[src/rtl/alu_fu_pkg.sv]
// rtl/alu_fu_pkg.sv - ALU functional-unit operand bundle shared by the ALU and its feeders
package alu_fu_pkg;

    localparam int XLEN   = 32;
    localparam int PREG_W = 6;

    typedef enum logic [3:0] {
        ALU_ADD  = 4'd0,
        ALU_SUB  = 4'd1,
        ALU_AND  = 4'd2,
        ALU_OR   = 4'd3,
        ALU_XOR  = 4'd4,
        ALU_SLL  = 4'd5,
        ALU_SRL  = 4'd6,
        ALU_SRA  = 4'd7,
        ALU_SLT  = 4'd8,
        ALU_SLTU = 4'd9
    } alu_op_t;

    typedef struct packed {
        alu_op_t           op;
        logic [PREG_W-1:0] prd;
        logic [XLEN-1:0]   rs1val;
        logic [XLEN-1:0]   rs2val;
    } fu_input_t;

endpackage

[src/rtl/alu_issue_queue_pkg.sv]
// rtl/alu_issue_queue_pkg.sv - queue entry, wakeup bus types and sizing defaults for alu_issue_queue
package alu_issue_queue_pkg;

    import alu_fu_pkg::*;

    localparam int ALU_IQ_DEPTH    = 8;
    localparam int ALU_IQ_WB_PORTS = 2;

    // Dispatched micro-op: the ALU payload plus source tags and their ready bits.
    typedef struct packed {
        fu_input_t         fu;
        logic [PREG_W-1:0] prs1;
        logic [PREG_W-1:0] prs2;
        logic              rs1_rdy;
        logic              rs2_rdy;
    } iq_entry_t;

    // One writeback broadcast: physical destination tag and its result value.
    typedef struct packed {
        logic              valid;
        logic [PREG_W-1:0] prd;
        logic [XLEN-1:0]   value;
    } wakeup_t;

endpackage

[src/rtl/alu_iq_select.sv]
// rtl/alu_iq_select.sv - oldest-ready picker for the ALU issue queue
//   ready_i : per-slot ready vector, bit 0 is the oldest slot
//   grant_o : one-hot grant of the lowest-index ready slot (all zero if none)
//   found_o : at least one slot is ready
module alu_iq_select #(
    parameter int DEPTH = 8
) (
    input  logic [DEPTH-1:0] ready_i,
    output logic [DEPTH-1:0] grant_o,
    output logic             found_o
);

    always_comb begin
        grant_o = '0;
        found_o = 1'b0;
        for (int i = 0; i < DEPTH; i++) begin
            if (ready_i[i] && !found_o) begin
                grant_o[i] = 1'b1;
                found_o    = 1'b1;
            end
        end
    end

endmodule

[src/rtl/alu_issue_queue.sv]
// rtl/alu_issue_queue.sv - out-of-order collapsing issue queue feeding the integer ALU
//   clk, rstn           : clock, asynchronous active-low reset
//   flush_i             : squash all queued entries and the issue register
//   disp_valid_i/_ready_o, disp_entry_i : dispatch handshake and micro-op
//   wb_i                : WB_PORTS writeback broadcasts used for operand wakeup
//   issue_valid_o/issue_ready_i, issue_o : registered micro-op to the ALU
// Optional feature macro: ALU_IQ_BYPASS_EN (empty-queue dispatch straight into the issue register)
module alu_issue_queue
    import alu_fu_pkg::*;
    import alu_issue_queue_pkg::*;
#(
    parameter int DEPTH    = ALU_IQ_DEPTH,
    parameter int WB_PORTS = ALU_IQ_WB_PORTS
) (
    input  logic                     clk,
    input  logic                     rstn,
    input  logic                     flush_i,
    input  logic                     disp_valid_i,
    output logic                     disp_ready_o,
    input  iq_entry_t                disp_entry_i,
    input  wakeup_t [WB_PORTS-1:0]   wb_i,
    output logic                     issue_valid_o,
    input  logic                     issue_ready_i,
    output fu_input_t                issue_o
);

    localparam int CW = $clog2(DEPTH + 1);

    iq_entry_t        slots_q [DEPTH];
    iq_entry_t        slots_d [DEPTH];
    iq_entry_t        slot_wk [DEPTH];
    iq_entry_t        disp_wk;
    logic [CW-1:0]    count_q, count_d;
    logic             issue_valid_q, issue_valid_d;
    fu_input_t        issue_q, issue_d;

    logic [DEPTH-1:0] ready_vec;
    logic [DEPTH-1:0] grant;
    logic             found;
    logic             select_en;
    logic             sel_fire;
    logic             disp_fire;
    logic             disp_write;
    logic             bypass;
    logic [CW-1:0]    wr_idx;
    fu_input_t        sel_fu;
    logic             shift_run;

    // Operand capture from the writeback buses. Ports are scanned from the
    // highest index down so the lowest-index match is the one that sticks.
    function automatic iq_entry_t capture(input iq_entry_t e, input wakeup_t [WB_PORTS-1:0] wb);
        iq_entry_t r;
        r = e;
        for (int k = WB_PORTS - 1; k >= 0; k--) begin
            if (wb[k].valid && !e.rs1_rdy && (wb[k].prd == e.prs1)) begin
                r.fu.rs1val = wb[k].value;
                r.rs1_rdy   = 1'b1;
            end
            if (wb[k].valid && !e.rs2_rdy && (wb[k].prd == e.prs2)) begin
                r.fu.rs2val = wb[k].value;
                r.rs2_rdy   = 1'b1;
            end
        end
        return r;
    endfunction

    always_comb begin
        for (int i = 0; i < DEPTH; i++) begin
            slot_wk[i] = capture(slots_q[i], wb_i);
        end
        disp_wk = capture(disp_entry_i, wb_i);
    end

    // Readiness looks only at registered ready bits, so a wakeup this cycle
    // becomes selectable next cycle.
    always_comb begin
        for (int i = 0; i < DEPTH; i++) begin
            ready_vec[i] = (CW'(i) < count_q) && slots_q[i].rs1_rdy && slots_q[i].rs2_rdy;
        end
    end

    alu_iq_select #(
        .DEPTH (DEPTH)
    ) u_select (
        .ready_i (ready_vec),
        .grant_o (grant),
        .found_o (found)
    );

    assign disp_ready_o = (count_q < CW'(DEPTH));
    assign select_en    = !issue_valid_q || issue_ready_i;
    assign sel_fire     = select_en && found;
    assign disp_fire    = disp_valid_i && disp_ready_o;

`ifdef ALU_IQ_BYPASS_EN
    // Empty queue means nothing older can be waiting, so a fully ready
    // dispatch may go straight to the ALU without breaking age order.
    assign bypass = disp_fire && (count_q == '0) && select_en
                    && disp_wk.rs1_rdy && disp_wk.rs2_rdy;
`else
    assign bypass = 1'b0;
`endif

    assign disp_write = disp_fire && !bypass && !flush_i;
    // The selected slot leaves in the same edge, so the tail moves down by one.
    assign wr_idx     = count_q - CW'(sel_fire);

    always_comb begin
        sel_fu = '0;
        for (int i = 0; i < DEPTH; i++) begin
            if (grant[i]) begin
                sel_fu = slots_q[i].fu;
            end
        end
    end

    // Collapse: every slot at or above the granted one takes its younger
    // neighbour; the dispatched entry then lands at the new tail.
    always_comb begin
        shift_run = 1'b0;
        for (int i = 0; i < DEPTH; i++) begin
            slots_d[i] = slot_wk[i];
        end
        for (int i = 0; i < DEPTH - 1; i++) begin
            shift_run = shift_run | (sel_fire & grant[i]);
            if (shift_run) begin
                slots_d[i] = slot_wk[i + 1];
            end
        end
        if (shift_run | (sel_fire & grant[DEPTH-1])) begin
            slots_d[DEPTH-1] = '0;
        end
        if (disp_write) begin
            for (int i = 0; i < DEPTH; i++) begin
                if (CW'(i) == wr_idx) begin
                    slots_d[i] = disp_wk;
                end
            end
        end
    end

    always_comb begin
        count_d = count_q - CW'(sel_fire) + CW'(disp_write);
        if (flush_i) begin
            count_d = '0;
        end
    end

    always_comb begin
        issue_valid_d = issue_valid_q;
        issue_d       = issue_q;
        if (flush_i) begin
            issue_valid_d = 1'b0;
        end else if (select_en) begin
            if (sel_fire) begin
                issue_d       = sel_fu;
                issue_valid_d = 1'b1;
            end else if (bypass) begin
                issue_d       = disp_wk.fu;
                issue_valid_d = 1'b1;
            end else begin
                issue_valid_d = 1'b0;
            end
        end
    end

    always_ff @(posedge clk or negedge rstn) begin
        if (!rstn) begin
            count_q       <= '0;
            issue_valid_q <= 1'b0;
            issue_q       <= '0;
            for (int i = 0; i < DEPTH; i++) begin
                slots_q[i] <= '0;
            end
        end else begin
            count_q       <= count_d;
            issue_valid_q <= issue_valid_d;
            issue_q       <= issue_d;
            for (int i = 0; i < DEPTH; i++) begin
                slots_q[i] <= slots_d[i];
            end
        end
    end

    assign issue_valid_o = issue_valid_q;
    assign issue_o       = issue_q;

endmodule

[config.mk]
export PLATFORM = sky130hd
export DESIGN_NAME = alu_issue_queue
export DESIGN_NICKNAME = d
export VERILOG_FILES = /design/src/rtl/alu_fu_pkg.sv /design/src/rtl/alu_issue_queue_pkg.sv /design/src/rtl/alu_iq_select.sv /design/src/rtl/alu_issue_queue.sv
export SDC_FILE = /design/constraint.sdc
export NUM_CORES = 2
export LEC_CHECK = 0
export CELL_PAD_IN_SITES_DETAIL_PLACEMENT = 0
export CELL_PAD_IN_SITES_GLOBAL_PLACEMENT = 1
export CORE_ASPECT_RATIO = 0.75
export CORE_UTILIZATION = 31
export CTS_CLUSTER_DIAMETER = 100
export DETAILED_ROUTE_END_ITERATION = 7
export HOLD_SLACK_MARGIN = 0.08
export MAX_ROUTING_LAYER = met4
export PLACE_DENSITY = 0.58
export SLEW_MARGIN = 20
export SYNTH_ARGS = -nofsm -noshare
export SYNTH_HDL_FRONTEND = slang
export SYNTH_SLANG_ARGS = --single-unit
[constraint.sdc]
create_clock -name clk -period 8.15 [get_ports clk]
set_clock_uncertainty 0.2 [all_clocks]
set_input_delay 1.63 -clock clk [delete_from_list [all_inputs] [get_ports clk]]
set_output_delay 1.63 -clock clk [all_outputs]
set_load 0.02 [all_outputs]
**After elaboration in Yosys (flattened, before gate mapping)**

Index checks and enable logic that the tools add are counted.

- Bitwise operators: 16
- Reduce and logical (&&, ||, !) cells: 129
- $add $sub $neg: 2
- Muxes and demuxes: 116
- Equality and inequality tests: 43
- $lt $le $gt $ge: 9

Operators by type and width:

| kind | count |
|---|---|
| 88-bit 2-to-1 mux | 16 |
| 32-bit 2-to-1 mux | 36 |
| 704-bit 2-to-1 mux | 1 |
| 74-bit 2-to-1 mux | 8 |
| 6-bit equality test | 36 |
| 1-bit logical AND | 98 |
| 1-bit 2-to-1 mux | 54 |
| 1-bit logical NOT | 27 |
| 3-bit by 4-bit equality test with 1-bit output (first input constant) | 4 |
| 3-bit by 4-bit < comparator with 1-bit output (first input constant) | 4 |
| 1-bit AND | 8 |
| 2-bit by 4-bit equality test with 1-bit output (first input constant) | 2 |
| 1-bit by 4-bit < comparator with 1-bit output (first input constant) | 2 |
| 2-bit by 4-bit < comparator with 1-bit output (first input constant) | 2 |
| 1-bit bitwise OR | 7 |
| 4-bit by 1-bit adder with 4-bit output | 1 |
| 1-bit by 4-bit equality test with 1-bit output (first input constant) | 1 |
| 4-bit logical NOT | 1 |
| 4-bit < comparator (second input constant) | 1 |
| 4-bit 2-to-1 mux | 1 |
| 4-bit by 1-bit subtractor with 4-bit output | 1 |
| 3-bit AND reduction | 1 |
| 2-bit nonzero test | 1 |
| 1-bit logical OR | 1 |
| 1-bit inverter | 1 |

- Flip-flop bits (word level): 783
- Output and inout port bits: 76
- Logic and storage cells: 385

**Longest topological paths before layout**

- Depth after elaboration: 37
- Gate-level depth with buffers: 17
- Depth with buffers taken out: 12

**Hierarchy**

A second synthesis with hierarchy kept.

- Cell total of the unflattened synthesis: 7,445
- Area total of the unflattened synthesis: 56,709.4 um2

Modules (own cells, without submodules):

| module | cells an instance | seq. area each (um2) | area an instance (um2) | times used |
|---|---|---|---|---|
| alu_issue_queue | 7,433 | 19,593.8 | 56,613.0 | 1 |
| alu_iq_select | 12 | 0.0 | 96.3 | 1 |

**Least setup slack after synthesis**

No wires, ideal clock.

- Kind: input port to flip-flop
- Start: input issue_ready_i
- End: register slots_q[248] (netlist bit)
- Setup slack: 3.704 ns
- Library setup time: 0.126 ns
- Path buffers: 2
- Stages on the path: 12
- Arrival: 4.120 ns
- Cell sequence: nand2b_1 > o21ai_1 > inv_1 > ha_1 > ha_1 > xor2_1 > nand3_1 > nor2_1 > clkbuf_1 > buf_1 > nor3b_1 > a221o_1

RTL lines:

| item | RTL line | source |
|---|---|---|
| from (decl) | alu_issue_queue.sv:23 | `input logic issue_ready_i,` |
| to (signal, indexed assignment) | alu_issue_queue.sv:180 | `slots_q[i] <= slots_d[i];` |
| to (decl) | alu_issue_queue.sv:29 | `iq_entry_t slots_q [DEPTH];` |

==> results.tsv <==
metric	value	unit
status	completed	
postSynthCellCount	7402	
peakVddDrop	853.7	µV
synthMuxAreaShare	0.02785	
io_pins	247	
cp-start-kind	register	
grt-ovfl-total	0	
grt_max_degree	138	
ctsHoldBuffers	0	
grt_usage	0.3891	
netlist.area_leader.share	0.3428	
cp.required	8.51	ns
cts-root-buf	clkbuf_16	
period_needed	6.530	ns
clk_latency	0.77	ns
max_slew_margin	0.1288	
htree_levels	3	
portBuffers	246	
synth_edf_count	0	
synthSimpleGateAreaFrac	0.1964	
drtIter0Drc	10660	
setup_ws	1.620	ns
setup-tns-final	0	ns
antenna_found_initial	20	
fin_crit_sh	0.8012	
place_area	61850	µm²
place_congestion	0.9198	
ys_ff_latch	783	
setup_violations	0	
dpl_worst_slack	1.745	ns
yosysSeqAreaShare	0.3428	
cts.repair.resized	0	
max_freq	153.1	MHz
grt_pass1_wl	505.6	mm
rows	136	
async_flop_share	1.000	
cp.arrival	6.89	ns
cts_tree	done	
synth_xor_area_frac	0.03371	
dp.final_hpwl	210.0	mm
ys.flop_type	dfrtp_1	
area_growth_syn_to_layout	13.85	%
dr.pass1.iters	8	
post_cts_buffers	0	
die_area	186100	µm²
synthAdderAreaFrac	0.0008756	
fin_nets	7263	
hold_viol	0	
synth_top_family_by_area	compound AO/OA/AOI/OAI gates	
maxSlewViolCount	0	
drv_cap	0	
synth_compound_area_frac	0.3315	
syn-num-nets	7577	
route.detailed.drc	0	
regArea	19590	µm²
clkTransAtPathRegs	0.06	ns
die_width	497.8	µm
grt_pass1_vias	62900	
yosysWarnings	0	
ant_nets	0	
wl_per_cell	38.08	µm
stdcell_area	65070	µm²
p_leak	24.57	nW
via_per_inst	6.969	
cts_buffers	96	
synth.distinct_cells	67	
end_kind	register	
power_per_cell_area	406.6	nW/µm²
clk_path_buf_depth	3	
worstPathMaxFanout	57	
syn_area	57160	µm²
synthTopCellsByArea	dfrtp_1, a31oi_1, o21ai_0	
core_area	183300	µm²
drive_above_1_share	0.07992	
vias	66810	
multi_input_area	34340	µm²
hold_class	reg -> reg	
nFillCells	18970	
syn_avg_cell_area	7.722	µm²
path_class	reg -> reg	
start_util	0.3119	
worst_slew_pin_slew	1.307	ns
rsz0062_at_grt	no	
numClockSinks	783	
drt_wl_total	365.0	mm
die_y	373.9	µm
synth_top_area_cell	dfrtp_1	
[worst max-delay path: stages, from the launching register on]
cell	delay (ns)
dfrtp_1	0.66
nor4_2	0.63
o221a_4	0.74
nand4_1	0.44
o21ai_2	0.29
inv_1	0.13
ha_1	0.23
ha_1	0.28
nor2b_1	0.14
o21ai_0	0.29
a211oi_4	0.30
buf_4	0.68
buf_4	0.91
o21ai_0	0.23
[synth_stat cells, types with 70 or more instances]
master,number
a211o_1,136
a211oi_1,81
a21oi_1,363
a221o_1,195
a221oi_1,74
a31oi_1,601
clkbuf_1,829
dfrtp_1,783
mux2i_1,159
nand2_1,759
nand3_1,264
nor2_1,721
nor3_1,278
nor3b_1,133
o211ai_1,326
o21ai_0,684
o221a_1,70
xnor2_1,149
xor2_1,71
[registers in the layout, summed over array words and instances (netlist names)]
name / flops
issue_o: 74
count_q: 4
slot_wk: 176
issue_valid_o: 1
slots_q: 528
[worst paths after layout]
kind                       depth (start not counted)        start            to  slack [ns]
min in group asynchronous                          1         rstn  slot_wk[696]        0.72
max                                               13   count_q[3]    slot_wk[6]        1.62
max reg2reg                                       13   count_q[3]    slot_wk[6]        1.62
min                                                1  issue_o[48]   issue_o[48]        0.32
max in group asynchronous                          2         rstn  slot_wk[541]        5.43
min reg2reg                                        1  issue_o[48]   issue_o[48]        0.32
[power by group]
part	total [mW]	switching [mW]	internal (mW)
clock	4.59	2.03	2.56
sequential	6.50	1.18	5.32
combinational	15.4	10.9	4.44
total	26.5	14.1	12.3
[logic make-up (layout without fill, tap and decap cells)]
group                    Yosys count  in the layout
AO/OA/AOI/OAI                   2811           2811
flip-flops                       783            783
adder cells (fa/ha/maj)            4              4
other                              0             14
AND/OR/NAND/NOR                 2446           2446
XOR/XNOR                         220            220
buffers and inverters            979            734
multiplexers                     159            159
[cell usage in the layout (no fill, tap or decap), types with 195 or more instances in the layout]
cell	instances
dfrtp_1	783
buf_4	251
a21oi_1	360
nor2_1	706
o211ai_1	326
clkdlybuf4s50_1	245
a31oi_1	597
nand3_1	246
nand2_1	751
nor3_1	274
a221o_1	195
o21ai_0	682
[stage by stage]
step	cells	total power, mW	hold WS [ns]	utilization
6_report	9586	26.46	0.3152	0.3551
5_1_grt	9581	26.98	0.3362	0.3550
4_1_cts	9571	25.57	0.3186	0.3545
3_5_place_dp	9404	21.00	0.3026	0.3375
3_3_place_gp	9403	20.87	0.2995	0.3374
2_1_floorplan	7402	14.46	0.3113	-
[final cells by class]
class,instances,area share
sequential,783,0.3011
multi-input combinational,5640,0.5277
antenna,14,0.0005384
clock inverter,21,0.003865
inverter,48,0.002769
timing repair buffer,519,0.07362
tap,2415,0.04643
clock buffer,146,0.04401
[metal layers]
layer	routed length [µm]	vias up	global-route usage	part of all wire
li1	-	27000	-	-
met1	149300	33340	0.5042	0.41
met2	147400	5280	0.5311	0.40
met3	48750	1183	0.1386	0.13
met4	19620	0	0.1865	0.054
met5	0	-	-	0
(Power assumes the default switching activity.)
